### src/rtl/mc_ctrl_if.sv
// Control bundle between the multicycle controller and its datapath: decode
// fields, ALU flags and the memory handshake in; control strobes and selects out.
interface mc_ctrl_if;
    logic [6:0] op;
    logic [2:0] funct3;
    logic       funct7;
    logic       ZF;
    logic       SF;
    // mem_ready is the completion half of the memory handshake: a request
    // (MemRead/MemWrite) is held steady and completes in the cycle mem_ready=1.
    logic       mem_ready;
    logic       PCWrite;
    logic       IRWrite;
    logic       RegWrite;
    logic       MemWrite;
    logic       MemRead;
    logic       AdrSrc;
    logic [1:0] ALUSrcA;
    logic [1:0] ALUSrcB;
    logic [1:0] ResultSrc;
    logic [1:0] ImmSrc;
    logic [2:0] ALUControl;
    logic       illegal;
    logic [3:0] state;

    modport master (
        input  op, funct3, funct7, ZF, SF, mem_ready,
        output PCWrite, IRWrite, RegWrite, MemWrite, MemRead, AdrSrc,
        output ALUSrcA, ALUSrcB, ResultSrc, ImmSrc, ALUControl, illegal, state
    );

    modport slave (
        output op, funct3, funct7, ZF, SF, mem_ready,
        input  PCWrite, IRWrite, RegWrite, MemWrite, MemRead, AdrSrc,
        input  ALUSrcA, ALUSrcB, ResultSrc, ImmSrc, ALUControl, illegal, state
    );
endinterface

### src/rtl/mc_ctrl_fsm.sv
// Multicycle RV32 subset controller: Moore state machine with flag/handshake
// gated PC and IR write enables.
module mc_ctrl_fsm (
    input  logic       clk,
    input  logic       rst_n,
    mc_ctrl_if.master  bus
);
    localparam logic [3:0] S_FETCH    = 4'd0;
    localparam logic [3:0] S_DECODE   = 4'd1;
    localparam logic [3:0] S_MEMADR   = 4'd2;
    localparam logic [3:0] S_MEMREAD  = 4'd3;
    localparam logic [3:0] S_MEMWB    = 4'd4;
    localparam logic [3:0] S_MEMWRITE = 4'd5;
    localparam logic [3:0] S_EXECR    = 4'd6;
    localparam logic [3:0] S_EXECI    = 4'd7;
    localparam logic [3:0] S_ALUWB    = 4'd8;
    localparam logic [3:0] S_BRANCH   = 4'd9;
    localparam logic [3:0] S_ILLEGAL  = 4'd10;

    localparam logic [6:0] OP_LOAD   = 7'b0000011;
    localparam logic [6:0] OP_STORE  = 7'b0100011;
    localparam logic [6:0] OP_RTYPE  = 7'b0110011;
    localparam logic [6:0] OP_ITYPE  = 7'b0010011;
    localparam logic [6:0] OP_BRANCH = 7'b1100011;

    logic [3:0] state_d, state_q;
    logic [1:0] imm_dec;
    logic [2:0] alu_dec;
    logic       branch_taken;
    logic       pc_write, ir_write, reg_write, mem_write;

    always_ff @(posedge clk or negedge rst_n) begin
        if (!rst_n) state_q <= S_FETCH;
        else        state_q <= state_d;
    end

    always_comb begin
        imm_dec = 2'b00;
        if (bus.op == OP_STORE)       imm_dec = 2'b01;
        else if (bus.op == OP_BRANCH) imm_dec = 2'b10;
    end

    // Subtract only for R-type with funct7 set; I-type addi never subtracts.
    always_comb begin
        alu_dec = 3'b000;
        case (bus.funct3)
            3'b000:  alu_dec = (bus.funct7 && bus.op[5]) ? 3'b010 : 3'b000;
            3'b001:  alu_dec = 3'b001;
            3'b100:  alu_dec = 3'b100;
            3'b101:  alu_dec = 3'b101;
            3'b110:  alu_dec = 3'b110;
            3'b111:  alu_dec = 3'b111;
            default: alu_dec = 3'b000;
        endcase
    end

    always_comb begin
        branch_taken = 1'b0;
        case (bus.funct3)
            3'b000:  branch_taken = bus.ZF;
            3'b001:  branch_taken = ~bus.ZF;
            3'b100:  branch_taken = bus.SF;
            default: branch_taken = 1'b0;
        endcase
    end

    always_comb begin
        state_d        = state_q;
        pc_write       = 1'b0;
        ir_write       = 1'b0;
        reg_write      = 1'b0;
        mem_write      = 1'b0;
        bus.MemRead    = 1'b0;
        bus.AdrSrc     = 1'b0;
        bus.ALUSrcA    = 2'b00;
        bus.ALUSrcB    = 2'b00;
        bus.ResultSrc  = 2'b00;
        bus.ImmSrc     = 2'b00;
        bus.ALUControl = 3'b000;
        case (state_q)
            S_FETCH: begin
                bus.MemRead   = 1'b1;
                bus.ALUSrcB   = 2'b10;
                bus.ResultSrc = 2'b10;
                ir_write      = bus.mem_ready;
                pc_write      = bus.mem_ready;
                if (bus.mem_ready) state_d = S_DECODE;
            end
            S_DECODE: begin
                bus.ALUSrcA = 2'b01;
                bus.ALUSrcB = 2'b01;
                bus.ImmSrc  = imm_dec;
                case (bus.op)
                    OP_LOAD, OP_STORE: state_d = S_MEMADR;
                    OP_RTYPE:          state_d = S_EXECR;
                    OP_ITYPE:          state_d = S_EXECI;
                    OP_BRANCH:         state_d = S_BRANCH;
                    default:           state_d = S_ILLEGAL;
                endcase
            end
            S_MEMADR: begin
                bus.ALUSrcA = 2'b10;
                bus.ALUSrcB = 2'b01;
                bus.ImmSrc  = imm_dec;
                state_d     = bus.op[5] ? S_MEMWRITE : S_MEMREAD;
            end
            S_MEMREAD: begin
                bus.MemRead = 1'b1;
                bus.AdrSrc  = 1'b1;
                if (bus.mem_ready) state_d = S_MEMWB;
            end
            S_MEMWB: begin
                bus.ResultSrc = 2'b01;
                reg_write     = 1'b1;
                state_d       = S_FETCH;
            end
            S_MEMWRITE: begin
                mem_write   = 1'b1;
                bus.AdrSrc  = 1'b1;
                bus.ImmSrc  = 2'b01;
                if (bus.mem_ready) state_d = S_FETCH;
            end
            S_EXECR: begin
                bus.ALUSrcA    = 2'b10;
                bus.ALUSrcB    = 2'b00;
                bus.ALUControl = alu_dec;
                state_d        = S_ALUWB;
            end
            S_EXECI: begin
                bus.ALUSrcA    = 2'b10;
                bus.ALUSrcB    = 2'b01;
                bus.ALUControl = alu_dec;
                state_d        = S_ALUWB;
            end
            S_ALUWB: begin
                reg_write = 1'b1;
                state_d   = S_FETCH;
            end
            S_BRANCH: begin
                bus.ALUSrcA    = 2'b10;
                bus.ALUControl = 3'b010;
                pc_write       = branch_taken;
                state_d        = S_FETCH;
            end
            S_ILLEGAL: state_d = S_ILLEGAL;
            default:   state_d = S_FETCH;
        endcase
    end

    // FETCH is the reset state and strobes on mem_ready, so reset must mask
    // the write enables directly rather than rely on the state register.
    assign bus.PCWrite  = pc_write  & rst_n;
    assign bus.IRWrite  = ir_write  & rst_n;
    assign bus.RegWrite = reg_write & rst_n;
    assign bus.MemWrite = mem_write & rst_n;
    assign bus.illegal  = (state_q == S_ILLEGAL);
    assign bus.state    = state_q;
endmodule

### src/flat_wrapper.sv
// flat-port wrapper written by rule: the top's interface ports become plain ports
module mc_ctrl_fsm_flat 
  (clk, rst_n, bus_op, bus_funct3, bus_funct7, bus_ZF, bus_SF, bus_mem_ready, bus_PCWrite, bus_IRWrite, bus_RegWrite, bus_MemWrite, bus_MemRead, bus_AdrSrc, bus_ALUSrcA, bus_ALUSrcB, bus_ResultSrc, bus_ImmSrc, bus_ALUControl, bus_illegal, bus_state);
  mc_ctrl_if bus_i ();
  input  logic clk;
  input  logic rst_n;
  input wire logic [$bits(bus_i.op)-1:0] bus_op;
  input wire logic [$bits(bus_i.funct3)-1:0] bus_funct3;
  input wire logic [$bits(bus_i.funct7)-1:0] bus_funct7;
  input wire logic [$bits(bus_i.ZF)-1:0] bus_ZF;
  input wire logic [$bits(bus_i.SF)-1:0] bus_SF;
  input wire logic [$bits(bus_i.mem_ready)-1:0] bus_mem_ready;
  output wire logic [$bits(bus_i.PCWrite)-1:0] bus_PCWrite;
  output wire logic [$bits(bus_i.IRWrite)-1:0] bus_IRWrite;
  output wire logic [$bits(bus_i.RegWrite)-1:0] bus_RegWrite;
  output wire logic [$bits(bus_i.MemWrite)-1:0] bus_MemWrite;
  output wire logic [$bits(bus_i.MemRead)-1:0] bus_MemRead;
  output wire logic [$bits(bus_i.AdrSrc)-1:0] bus_AdrSrc;
  output wire logic [$bits(bus_i.ALUSrcA)-1:0] bus_ALUSrcA;
  output wire logic [$bits(bus_i.ALUSrcB)-1:0] bus_ALUSrcB;
  output wire logic [$bits(bus_i.ResultSrc)-1:0] bus_ResultSrc;
  output wire logic [$bits(bus_i.ImmSrc)-1:0] bus_ImmSrc;
  output wire logic [$bits(bus_i.ALUControl)-1:0] bus_ALUControl;
  output wire logic [$bits(bus_i.illegal)-1:0] bus_illegal;
  output wire logic [$bits(bus_i.state)-1:0] bus_state;
  assign bus_i.op = bus_op;
  assign bus_i.funct3 = bus_funct3;
  assign bus_i.funct7 = bus_funct7;
  assign bus_i.ZF = bus_ZF;
  assign bus_i.SF = bus_SF;
  assign bus_i.mem_ready = bus_mem_ready;
  assign bus_PCWrite = bus_i.PCWrite;
  assign bus_IRWrite = bus_i.IRWrite;
  assign bus_RegWrite = bus_i.RegWrite;
  assign bus_MemWrite = bus_i.MemWrite;
  assign bus_MemRead = bus_i.MemRead;
  assign bus_AdrSrc = bus_i.AdrSrc;
  assign bus_ALUSrcA = bus_i.ALUSrcA;
  assign bus_ALUSrcB = bus_i.ALUSrcB;
  assign bus_ResultSrc = bus_i.ResultSrc;
  assign bus_ImmSrc = bus_i.ImmSrc;
  assign bus_ALUControl = bus_i.ALUControl;
  assign bus_illegal = bus_i.illegal;
  assign bus_state = bus_i.state;
  mc_ctrl_fsm u_core (.clk(clk), .rst_n(rst_n), .bus(bus_i));
endmodule
### config.mk
export PLATFORM = sky130hd
export DESIGN_NAME = mc_ctrl_fsm_flat
export DESIGN_NICKNAME = d
export VERILOG_FILES = /design/src/rtl/mc_ctrl_if.sv /design/src/rtl/mc_ctrl_fsm.sv /design/src/flat_wrapper.sv
export SDC_FILE = /design/constraint.sdc
export NUM_CORES = 1
export LEC_CHECK = 0
export CAP_MARGIN = 20
export CORE_MARGIN = 2
export CORE_UTILIZATION = 37
export CTS_CLUSTER_SIZE = 30
export DETAILED_ROUTE_END_ITERATION = 12
export GPL_TIMING_DRIVEN = 0
export PLACE_DENSITY = 0.84
export SLEW_MARGIN = 25
export SYNTH_ARGS = -nofsm -noshare
export SYNTH_HDL_FRONTEND = slang
export SYNTH_SLANG_ARGS = --single-unit
### constraint.sdc
create_clock -name clk -period 2.3 [get_ports clk]
set_input_delay 0.46 -clock clk [delete_from_list [all_inputs] [get_ports clk]]
set_output_delay 0.46 -clock clk [all_outputs]
set_load 0.02 [all_outputs]
==> flow_metrics.tcl, run 1 <==
set metrics [dict create \
    p_comb_frac 0.783 \
    hold_class "in -> async" \
    regArea_um2 101.3 \
    fin_cells 139 \
    drv_slew 0 \
    nFillCells 126 \
    cp.required_ps 1840 \
    clock_latency_ps 230 \
    num_vias 766 \
    viasPerCell 5.511 \
    cts_tree "done" \
    vdd_drop_max_v 0.0005919 \
    finalWorstSetupSlack_ps 65.35 \
    critical-path-top-delay-family "buffers and inverters" \
    crit_type "in -> out" \
    place_inst 136 \
    post-place-ws_ps -473.1 \
    mostFrequentLayoutCells "18 x clkdlybuf4s50_1, 10 x nor2_1, 9 x nand2_1, 9 x dlygate4sd2_1" \
    start_kind "input pin" \
    tns_ps 0 \
    die_h_um 42.79 \
    grt_pass1_vias 730 \
    p_total_mw 1.103 \
    status "completed" \
    worst-path-buf-inv 3 \
    ys_seq_elements 4 \
    seq_power_share 0.141 \
    place.gp.congestion 0.8309 \
    start_util 0.4124 \
    clockBufferDepth 2 \
    relSlewSlack 0.8128 \
    grt_use_total 0.2267 \
    leakagePower_nw 0.5108 \
    pwr-share-clk 0.077 \
    skew_ps 5.055 \
    hold_violations 0 \
    antenna_found_initial 0 \
    path_max_fanout 5 \
    port_buffers 37 \
    cpMaxStageDelayCell "clkdlybuf4s50_1" \
    multi_input_area_um2 440.4 \
    wire_per_inst_um 13.59 \
    cts_inserted_buffers 3 \
    fp.dieW_um 42.79 \
    fmax_mhz 447.5 \
    setup_violations 0 \
    drv_cap 0 \
    async_flop_share 1.000 \
    ios 38 \
    finalCritPeriodShare 0.9716 \
    root_buffer "clkbuf_4" \
    final_common_cell "clkdlybuf4s50_1" \
    core-area_um2 1350 \
    crit_chain "clkdlybuf4s50_1, inv_1, nor4_2, a31o_1, clkdlybuf4s15_1" \
    utilization 0.7303 \
    switching_share 0.5162 \
    drcViolationCount 0 \
    holdWs_ps 201.7 \
    synth_flop_cell "dfrtp_1" \
    dpl-instance-area_um2 945.9 \
    cp.arrival_ps 1770 \
    synth.avg_cell_area_um2 6.628 \
    grt_max_degree 11 \
    die-area_um2 1831 \
    period_needed_ps 2235 \
    internal_power_mw 0.5336 \
    drtIter0Drc 13 \
    drt-total-wl_mm 1.889 \
    dr.pass1.iters 4 \
    cts.sinks 4 \
    ys_types 33 \
    largest_register_ffs 4 \
    ys_seq_area_frac 0.1798 \
    final_nets 142 \
    synthCells 84 \
    endpoint_kind "primary output" \
    final_antenna_net_count 0 \
    cts_htree_levels 1 \
    grt_pass1_wl_mm 3.180 \
    max_slew.worst_pin.slew_ps 280.0 \
    yosys_warnings 0 \
    critPathMaxStageDelay_ps 490 \
    netlist_area_um2 556.8 \
    design_area_um2 985.9 \
    overflow 0 \
    path_clk_slew_ps 40 \
    area_delta_synth_final_pct 77.08 \
    rsz0062_at_grt "no" \
    p_switching_mw 0.5694 \
    power_density_nw_per_um2 1119 \
    hpwl_mm 1.528 \
    fp-row-count 13 \
    synth_edf_count 0 \
    insertedDiodeCount 0 \
    drive_gt1_frac 0.1532 \
    syn_nets 100 \
    cts_hold_buf 0 \
]
cell families (layout without fill, tap and decap cells):
logic type | count (synthesis) | in the layout | synth area share
simple gates | 44 | 44 | 0.4247
buf+inv | 9 | 49 | 0.07414
flops | 4 | 4 | 0.1798
xor+xnor | 4 | 4 | 0.06293
compound gates | 23 | 23 | 0.2585
routing by layer:
| metal | GRT usage | share of wire | vias to the layer above |
|---|---|---|---|
| met5 | 0 | 0 | - |
| met4 | 0.07500 | 0 | 0 |
| li1 | - | - | 386 |
| met1 | 0.2832 | 0.44 | 345 |
| met3 | 0.06809 | 0.074 | 0 |
| met2 | 0.3667 | 0.49 | 35 |
synth_stat cells, types with 2 or more instances:
library cell	instances	area share
and3_1	3	0.034
xnor2_1	3	0.047
nand3_1	3	0.027
nand2b_1	3	0.034
dfrtp_1	4	0.18
nor2b_1	4	0.045
a21oi_1	6	0.054
nor2_1	10	0.067
nor3_1	2	0.018
buf_2	3	0.027
inv_1	4	0.027
nand2_1	9	0.061
o21ai_0	6	0.054
nor4_1	5	0.056
worst paths after layout:
check                                                startpoint                               to  slack, ps  cells past startpoint
worst max-delay path                              bus_mem_ready                      bus_PCWrite         70                      5
worst min-delay path                                      rst_n  u_core.bus.state[0]$_DFFE_PN0P_        200                      1
worst max register to register  u_core.bus.state[3]$_DFFE_PN0P_  u_core.bus.state[2]$_DFFE_PN0P_        940                      5
worst min register to register  u_core.bus.state[3]$_DFFE_PN0P_  u_core.bus.state[3]$_DFFE_PN0P_        720                      3
max in group asynchronous                                 rst_n  u_core.bus.state[1]$_DFFE_PN0P_       1870                      1
min in group clk                u_core.bus.state[3]$_DFFE_PN0P_  u_core.bus.state[3]$_DFFE_PN0P_        720                      3
final cells by class:
class | instances | area share
flip-flops and latches | 4 | 0.1028
repair buffers | 37 | 0.3642
inverters | 5 | 0.01904
clock buffers | 3 | 0.02284
well taps | 15 | 0.01904
plain buffers | 4 | 0.02538
multi-input cells | 71 | 0.4467
timing repair:
item	in CTS	in global routing
pin swaps	0	0
setup endpoints to repair	13	9
setup buffers	0	0
gates resized for setup	28	12
power by group through the flow:
stage | clock, mW | sequential [mW] | combinational [mW]
after floorplan | 0 | 0.172 | 0.510
after CTS | 0.0893 | 0.154 | 0.865
after global routing | 0.102 | 0.163 | 0.935
final | 0.0844 | 0.155 | 0.863
after global placement | 0 | 0.153 | 0.885
after detailed placement | 0 | 0.153 | 0.896
(Power assumes the default switching activity.)
==> run 2, diff against run 1 <==
==> constraint.sdc (replaced) <==
create_clock -name clk -period 2.3 [get_ports clk]
set_input_delay 0.69 -clock clk [delete_from_list [all_inputs] [get_ports clk]]
set_output_delay 0.69 -clock clk [all_outputs]
set_load 0.02 [all_outputs]
==> run 2 against run 1 <==
Compared with the run above:
- register-to-register slack lost 50 ps
- utilization decreased by 1.3 points
- sequential cell count stayed put
- worst setup slack got worse by 54 ps
- non-clock buffer count is 1 higher
- routed wire length up 10%
- first-iteration DRC count is 120% higher
- power increased by 2.6%
- die area stayed put
- critical endpoint is now bus_ImmSrc[0]
==> flow_metrics.tcl, run 2 (synthesis gave the netlist of run 1 again) <==
set metrics [dict create \
    grt_pass1_vias 706 \
    relSlewSlack 0.7510 \
    final_antenna_net_count 0 \
    worst-path-buf-inv 2 \
    cp.required_ps 1610 \
    vdd_drop_max_v 0.0006635 \
    port_buffers 37 \
    hold_violations 0 \
    mostFrequentLayoutCells "11 x dlygate4sd2_1, 8 x buf_4, 8 x nor2_1" \
    post-place-ws_ps -911.3 \
    drv_cap 0 \
    finalWorstSetupSlack_ps 11.75 \
    rr_worst_depth 4 \
    clock_latency_ps 250 \
    fp-row-count 13 \
    final_common_cell "dlygate4sd2_1" \
    wire_per_inst_um 14.84 \
    grt_max_degree 11 \
    design_area_um2 968.4 \
    grt_use_total 0.2419 \
    drcViolationCount 0 \
    area_delta_synth_final_pct 73.93 \
    fp.dieW_um 42.79 \
    skew_ps 3.346 \
    path_depth 6 \
    power_density_nw_per_um2 1169 \
    dpl-instance-area_um2 958.4 \
    status "completed" \
    critPathMaxStageDelay_ps 310 \
    drt-total-wl_mm 2.078 \
    start_kind "input pin" \
    setup_violations 0 \
    final_nets 143 \
    drive_gt1_frac 0.3600 \
    cts.sinks 4 \
    cts_tree "done" \
    crit_chain "buf_6, and4bb_1, nor2b_4, o2111ai_2, o21ai_1, buf_4" \
    core-area_um2 1350 \
    nFillCells 130 \
    critical-path-top-delay-family "simple AND/OR/NAND/NOR gates" \
    max_slew.worst_pin.slew_ps 369.5 \
    cp.arrival_ps 1600 \
    cpMaxStageDelayCell "and4bb_1" \
    num_vias 804 \
    rsz0062_at_grt "yes" \
    antenna_found_initial 0 \
    p_total_mw 1.132 \
    place.gp.congestion 0.9157 \
    crit_type "in -> out" \
    grt_pass1_wl_mm 3.256 \
    hold_class "in -> async" \
    hpwl_mm 1.478 \
    start_util 0.4124 \
    fin_cells 140 \
    insertedDiodeCount 0 \
    ios 38 \
    root_buffer "clkbuf_4" \
    tns_ps 0 \
    fmax_mhz 437.0 \
    path_clk_slew_ps 40 \
    clockBufferDepth 2 \
    largest_register_ffs 4 \
    die_h_um 42.79 \
    leakagePower_nw 0.4632 \
    endpoint_kind "primary output" \
    cts_htree_levels 1 \
    dr.pass1.iters 4 \
    viasPerCell 5.743 \
    path_max_fanout 3 \
    overflow 0 \
    drtIter0Drc 28 \
    drv_slew 0 \
    cts_inserted_buffers 3 \
    finalCritPeriodShare 0.9949 \
    place_inst 136 \
    die-area_um2 1831 \
    period_needed_ps 2288 \
]
## run 2: worst paths after layout
path | start | endpoint | slack [ps]
min | rst_n | u_core.bus.state[0]$_DFFE_PN0P_ | 270
min reg2reg | u_core.bus.state[2]$_DFFE_PN0P_ | u_core.bus.state[3]$_DFFE_PN0P_ | 720
max reg2reg | u_core.bus.state[0]$_DFFE_PN0P_ | u_core.bus.state[2]$_DFFE_PN0P_ | 890
min in group clk | u_core.bus.state[2]$_DFFE_PN0P_ | u_core.bus.state[3]$_DFFE_PN0P_ | 720
max in group asynchronous | rst_n | u_core.bus.state[2]$_DFFE_PN0P_ | 1870
max | bus_op[2] | bus_ImmSrc[0] | 10
## run 2: area by class of cell
type | instances | area, um2 | share of cell area
Multi-Input combinational cell | 71 | 475.5 | 0.4910
Timing Repair Buffer | 38 | 299.0 | 0.3088
Sequential cell | 4 | 103.9 | 0.1072
Buffer | 4 | 30.03 | 0.03101
Clock buffer | 3 | 22.52 | 0.02326
Inverter | 5 | 18.77 | 0.01938
Tap cell | 15 | 18.77 | 0.01938
## run 2: what timing repair did
| action | CTS | global route |
|---|---|---|
| setup endpoints to repair | 18 | 16 |
| buffers inserted | 1 | 0 |
| gates cloned | 0 | 0 |
| resized for setup | 86 | 28 |
| hold buffers | 0 | 0 |
| pin swaps | 5 | 6 |
## run 2: through the flow
stage / utilization / hold WS (ps)
after floorplan: - / 394.4
after global routing: 0.7173 / 264.6
after detailed placement: 0.7099 / 719.5
after CTS: 0.7275 / 349.1
final: 0.7173 / 265.3
after global placement: 0.7099 / 720.8
## run 2: per-layer routing
metal  vias to the layer above  track usage  part of all wire
met5                         -            0                 0
met4                         0       0.1313             0.036
met3                         9      0.04255             0.073
met2                        46       0.3818              0.47
met1                       365       0.3077              0.42
li1                        384            -                 -
## run 2: where the power goes
group	leakage (nW)	internal, mW	switching, mW	total [mW]
clock network	0.0138	0.0586	0.0324	0.0909
registers	0.0481	0.103	0.0574	0.160
logic	0.401	0.358	0.523	0.881
## run 2: worst register-to-register path, cell delays in order, from the launching register on
cell     delay (ps)
dfrtp_2         450
nor2b_4         170
o21ai_0         320
o21ai_1         140
o22a_1          200
